## config.mk

```make
export PLATFORM = sky130hd
export DESIGN_NAME = eth_tx_arbiter
export DESIGN_NICKNAME = d
export VERILOG_FILES = /design/src/rtl/eth_pkg.sv /design/src/rtl/eth_tx_arbiter.sv
export SDC_FILE = /design/constraint.sdc
export NUM_CORES = 1
export LEC_CHECK = 0
export CAP_MARGIN = 10
export CORE_ASPECT_RATIO = 1.4
export CORE_UTILIZATION = 45
export DETAILED_ROUTE_END_ITERATION = 6
export HOLD_SLACK_MARGIN = 0.12
export PLACE_DENSITY_LB_ADDON = 0.12
export SLEW_MARGIN = 20
export SYNTH_ARGS = -nofsm -noshare
export SYNTH_HDL_FRONTEND = slang
export SYNTH_SLANG_ARGS = --single-unit
```

## constraint.sdc

```tcl
create_clock -name gmii_txc -period 3 [get_ports gmii_txc]
set_input_delay 0.6 -clock gmii_txc [delete_from_list [all_inputs] [get_ports gmii_txc]]
set_output_delay 0.6 -clock gmii_txc [all_outputs]
set_load 0.02 [all_outputs]
```

## src/rtl/eth_pkg.sv

```systemverilog
// rtl/eth_pkg.sv - shared Ethernet transmit types and default constants
package eth_pkg;

  typedef enum logic [1:0] {
    IDLE  = 2'd0,
    GRANT = 2'd1,
    XMIT  = 2'd2,
    IFG   = 2'd3
  } tx_arb_state_t;

  localparam int ETH_IFG_CYCLES       = 12;
  localparam int ETH_TX_START_TIMEOUT = 64;

  // Raise ETH_TX_NUM_SRC/ETH_TX_SRC_W together to add a transmit source.
  localparam int ETH_TX_NUM_SRC = 2;
  localparam int ETH_TX_SRC_W   = 1;

  typedef logic [ETH_TX_SRC_W-1:0] tx_src_t;

  localparam tx_src_t SRC_ARP = 1'b0;
  localparam tx_src_t SRC_UDP = 1'b1;

endpackage

```

## src/rtl/eth_tx_arbiter.sv

```systemverilog
// rtl/eth_tx_arbiter.sv - GMII transmit port arbiter for the ARP and UDP engines
// Grants one source at a time, forwards its stream one register late, enforces the inter-frame gap.
module eth_tx_arbiter
  import eth_pkg::*;
#(
  parameter int IFG_CYCLES    = ETH_IFG_CYCLES,
  parameter int START_TIMEOUT = ETH_TX_START_TIMEOUT,
  parameter int ARP_PRIORITY  = 1
) (
  input  logic       gmii_txc,
  input  logic       rst_n,
  input  logic       arp_req,
  output logic       arp_gnt,
  input  logic       arp_tx_en,
  input  logic [7:0] arp_txd,
  input  logic       udp_req,
  output logic       udp_gnt,
  input  logic       udp_tx_en,
  input  logic [7:0] udp_txd,
  output logic       gmii_tx_en,
  output logic [7:0] gmii_txd,
  output logic       busy,
  output logic       timeout_pulse
);

  localparam int NSRC = ETH_TX_NUM_SRC;

  if (IFG_CYCLES < 1 || IFG_CYCLES > 255 || START_TIMEOUT < 1 || START_TIMEOUT > 255) begin : g_param_check
    $error("eth_tx_arbiter: IFG_CYCLES and START_TIMEOUT must be in 1..255");
  end

  logic [NSRC-1:0] req_vec;
  logic [NSRC-1:0] tx_en_vec;
  logic [7:0]      txd_arr [NSRC];

  assign req_vec[SRC_ARP]   = arp_req;
  assign req_vec[SRC_UDP]   = udp_req;
  assign tx_en_vec[SRC_ARP] = arp_tx_en;
  assign tx_en_vec[SRC_UDP] = udp_tx_en;
  assign txd_arr[SRC_ARP]   = arp_txd;
  assign txd_arr[SRC_UDP]   = udp_txd;

  tx_arb_state_t   state_q;
  logic [7:0]      cnt_q;
  tx_src_t         win_q;
  tx_src_t         last_q;
  logic [NSRC-1:0] gnt_q;
  logic            tx_en_q;
  logic [7:0]      txd_q;
  logic            timeout_q;

  logic       win_req;
  logic       win_tx_en;
  logic [7:0] win_txd;
  logic [7:0] cnt_inc;
  tx_src_t    pick_src;

  assign win_req   = req_vec[win_q];
  assign win_tx_en = tx_en_vec[win_q];
  assign win_txd   = txd_arr[win_q];
  assign cnt_inc   = (cnt_q == 8'hFF) ? cnt_q : cnt_q + 8'd1;

  // Descending scan: the last hit is the highest-priority requester.
  always_comb begin
    pick_src = SRC_ARP;
    if (ARP_PRIORITY != 0) begin
      for (int k = NSRC - 1; k >= 0; k--) begin
        if (req_vec[tx_src_t'(k)]) pick_src = tx_src_t'(k);
      end
    end else begin
      for (int k = NSRC; k >= 1; k--) begin
        if (req_vec[tx_src_t'((int'(last_q) + k) % NSRC)]) begin
          pick_src = tx_src_t'((int'(last_q) + k) % NSRC);
        end
      end
    end
  end

  always_ff @(posedge gmii_txc or negedge rst_n) begin
    if (!rst_n) begin
      state_q   <= IDLE;
      cnt_q     <= 8'd0;
      win_q     <= SRC_ARP;
      last_q    <= SRC_UDP;
      gnt_q     <= '0;
      tx_en_q   <= 1'b0;
      txd_q     <= 8'd0;
      timeout_q <= 1'b0;
    end else begin
      timeout_q <= 1'b0;
      case (state_q)
        IDLE: begin
          if (|req_vec) begin
            win_q   <= pick_src;
            gnt_q   <= {{(NSRC-1){1'b0}}, 1'b1} << pick_src;
            cnt_q   <= 8'd0;
            state_q <= GRANT;
          end
        end
        GRANT: begin
          if (win_tx_en) begin
            tx_en_q <= 1'b1;
            txd_q   <= win_txd;
            state_q <= XMIT;
          end else if (!win_req) begin
            gnt_q   <= '0;
            state_q <= IDLE;
          end else if (cnt_q == 8'(START_TIMEOUT - 1)) begin
            gnt_q     <= '0;
            timeout_q <= 1'b1;
            cnt_q     <= 8'd0;
            state_q   <= IFG;
          end else begin
            cnt_q <= cnt_inc;
          end
        end
        XMIT: begin
          // Request level is ignored here; only tx_en falling closes the frame.
          if (win_tx_en) begin
            tx_en_q <= 1'b1;
            txd_q   <= win_txd;
          end else begin
            tx_en_q <= 1'b0;
            txd_q   <= 8'd0;
            gnt_q   <= '0;
            cnt_q   <= 8'd0;
            last_q  <= win_q;
            state_q <= IFG;
          end
        end
        IFG: begin
          if (cnt_q == 8'(IFG_CYCLES - 1)) begin
            state_q <= IDLE;
          end else begin
            cnt_q <= cnt_inc;
          end
        end
        default: state_q <= IDLE;
      endcase
    end
  end

  assign arp_gnt       = gnt_q[SRC_ARP];
  assign udp_gnt       = gnt_q[SRC_UDP];
  assign gmii_tx_en    = tx_en_q;
  assign gmii_txd      = txd_q;
  assign busy          = (state_q != IDLE);
  assign timeout_pulse = timeout_q;

endmodule
```

==> impl_metrics.csv <==
group,metric,value,unit
floorplan,rows,23,
power,power,1.68,mW
worst_setup_path,reg2reg_to,"cnt_q[0]",
place,dp_hpwl,2.59,mm
layout,layout.nets,210,
drt,drc,0,
synth,syn_area_per_cell,9.72,sq um
sta,finalCritPeriodShare,80.4,%
clocking,clockBufferDepth,2,
run,drv_cap,0,
clocking,cts_buffers,3,
floorplan,die_y,68.4,microns
sta,rsz0062_at_grt,"no",
drt,drtAntennaViolNets,0,
global_routing,track_usage,22.1,%
synth,syn-num-nets,173,
sta,slew_headroom,49.1,%
floorplan,ios,35,
worst_setup_path,cp-start-kind,"flip-flop",
worst_setup_path,r2r_cells,6,
sta,period_minus_slack,2.41,ns
clocking,ctsResizeCount,0,
drt,dr.pass1.iters,4,
global_routing,grt_pass1_vias,1303,
synth,yosysTopAreaCellShare,40.6,%
synth,synth_area,0.00142,sq mm
synth,synthTopCellsByCount,"23 x dfrtp_1, 16 x nand2_1, 12 x o21ai_0",
global_routing,grt_remaining_overflow,0,
synth,yosys.cell_types.count,42,
drt,drtIter0Drc,37,
synth,synth-async-reset-ratio,100,%
synth,synth-seq-cells,23,
sta,setup_viol,0,
power,p_leak,0.794,nW
place,placed_area,0.00179,sq mm
drt,drt-vias-per-instance,5.97,
worst_setup_path,worstPathArrival,2.56,ns
clocking,root_buffer,"clkbuf_8",
drt,vias,1307,
clocking,hold_buffers,0,
drt,detail_route.wl_per_cell,15.3,microns
floorplan,fp.dieW,49.5,microns
synth,synth.area.top_cells,"dfrtp_1 41%, mux2i_1 7.1%, ha_1 4.4%, o21ai_0 4.2%, nand2_1 4.2%",
worst_setup_path,path_class,"reg2reg",
floorplan,initial_core_util,48.3,%
layout,drive_gt1_share,8.79,%
place,place_congestion,0.908,
hold_path,holdPathStages,2,
hold_path,hp-start,"gmii_txd[2]",
worst_setup_path,r2r_slack,0.59,ns
sta,slew_viol_final,0,
synth,synth_warnings,0,
power,cellPowerDensity,916,mW/mm^2
place,io_buffers,34,
power,irDropWorstVdd,0.523,mV
sta,tightest_slew,0.764,ns
clocking,clock-sinks,23,
sta,fmax,0.415,GHz
outcome,status,"completed",
clocking,cts_tree,"built",
layout,nFillCells,259,
global_routing,grt_pass1_wl,5.80,mm
synth,yosys.area.top_type,"dfrtp_1",
floorplan,die_area,0.00338,sq mm
hold_path,whs_endpoint,"gmii_txd[2]",
synth,synth.most_common_cell,"dfrtp_1",
worst_setup_path,cp.required,3.15,ns
layout,syn2layout_area_growth,29.5,%
clocking,htree_levels,1,
hold_path,worstHoldPathType,"reg2reg",
synth,synth_top_flop_cell,"dfrtp_1",
layout,antennaDiodeCount,0,
synth,synth-seq-area-share,40.6,%
sta,clock_skew,0.00327,ns
worst_setup_path,crit_fanout,12,
clocking,post-cts-setup-buffers,0,
drt,wl,3.35,mm
floorplan,core,0.00294,sq mm
clocking,clk_latency,0.26,ns
layout,design_area,0.00184,sq mm
sta,setup-tns-final,0,ns
clocking,clk_pin_slew,0.08,ns
worst_setup_path,cp-end-kind,"flip-flop",
global_routing,antenna_found_initial,0,
sta,hold_violations,0,
global_routing,grt_max_degree,24,
synth,synth-edff-count,0,
synth,postSynthCellCount,146,
-- logic make-up after synthesis --
| group | share of synthesized area, % |
|---|---|
| compound gates | 22.2 |
| fa+ha+maj | 4.41 |
| buf+inv | 4.23 |
| flops | 40.6 |
| mux | 11.6 |
| simple gates | 17.0 |
-- stage by stage --
| stage | hold slack [ns] | util, % | std cells | worst slack, ns |
|---|---|---|---|---|
| after floorplan | 0.304 | - | 146 | 0.941 |
| after global placement | 0.460 | 61.0 | 215 | 0.453 |
| after detailed placement | 0.474 | 61.0 | 215 | 0.373 |
| after CTS | 0.495 | 62.6 | 219 | 0.606 |
| after global routing | 0.526 | 62.6 | 219 | 0.417 |
| final | 0.488 | 62.6 | 219 | 0.589 |
-- power breakdown --
group	internal (mW)	leakage, nW	switching (mW)	total, mW
Sequential	0.415	0.300	0.0827	0.498
Clock	0.0926	0.0255	0.0998	0.192
Combinational	0.452	0.468	0.540	0.992
-- critical path, stage by stage (launching register included) --
cell and delay (ns):
dfrtp_1 0.41, inv_1 0.09, ha_1 0.32, or2_1 0.33
a21oi_1 0.62, o211ai_1 0.23, mux2_2 0.31
-- state kept, by name, indices dropped and copies added (netlist names), named ones only --
register	count
state_q	1
gnt_q	2
win_q	1
gmii_tx_en	1
gmii_txd	8
timeout_pulse	1
cnt_q	8
-- final cells by class --
class | instances | area [sq um] | share of cell area (%)
Multi-Input combinational cell | 112 | 783 | 42.6
Sequential cell | 23 | 576 | 31.3
Timing Repair Buffer | 37 | 363 | 19.8
Tap cell | 37 | 46.3 | 2.52
Clock buffer | 3 | 41.3 | 2.25
Inverter | 6 | 22.5 | 1.23
Clock inverter | 1 | 5.00 | 0.272
-- metal layers --
layer | global-route usage, % | share of wire (%) | vias up
met2 | 40.6 | 53 | 46
li1 | - | - | 626
met3 | 2.89 | 5.0 | 6
met1 | 25.8 | 41 | 629
met5 | 0 | 0 | -
met4 | 10.0 | 1.4 | 0
-- cells in the final DEF, fill, tap and decap left out, drive strengths merged, types with 5 or more instances in the layout --
cell / n
nand2: 16
clkdlybuf4s50: 34
mux2i: 10
dfrtp: 23
nor2: 7
mux2: 5
a21oi: 10
ha: 5
inv: 6
o21ai: 13
-- how the worst max path moves through the flow --
| stage | start | end | slack [ns] | cells past startpoint |
|---|---|---|---|---|
| after floorplan | flip-flop | gnt_q[0] | 0.94 | 7 |
| after global placement | arp_tx_en | cnt_q[0] | 0.45 | 5 |
| after detailed placement | arp_tx_en | cnt_q[0] | 0.37 | 5 |
| after CTS | flip-flop | cnt_q[0] | 0.61 | 6 |
| after global routing | flip-flop | cnt_q[0] | 0.42 | 6 |
| final | flip-flop | cnt_q[0] | 0.59 | 6 |
Note: power is estimated with default switching activity, not from simulation.
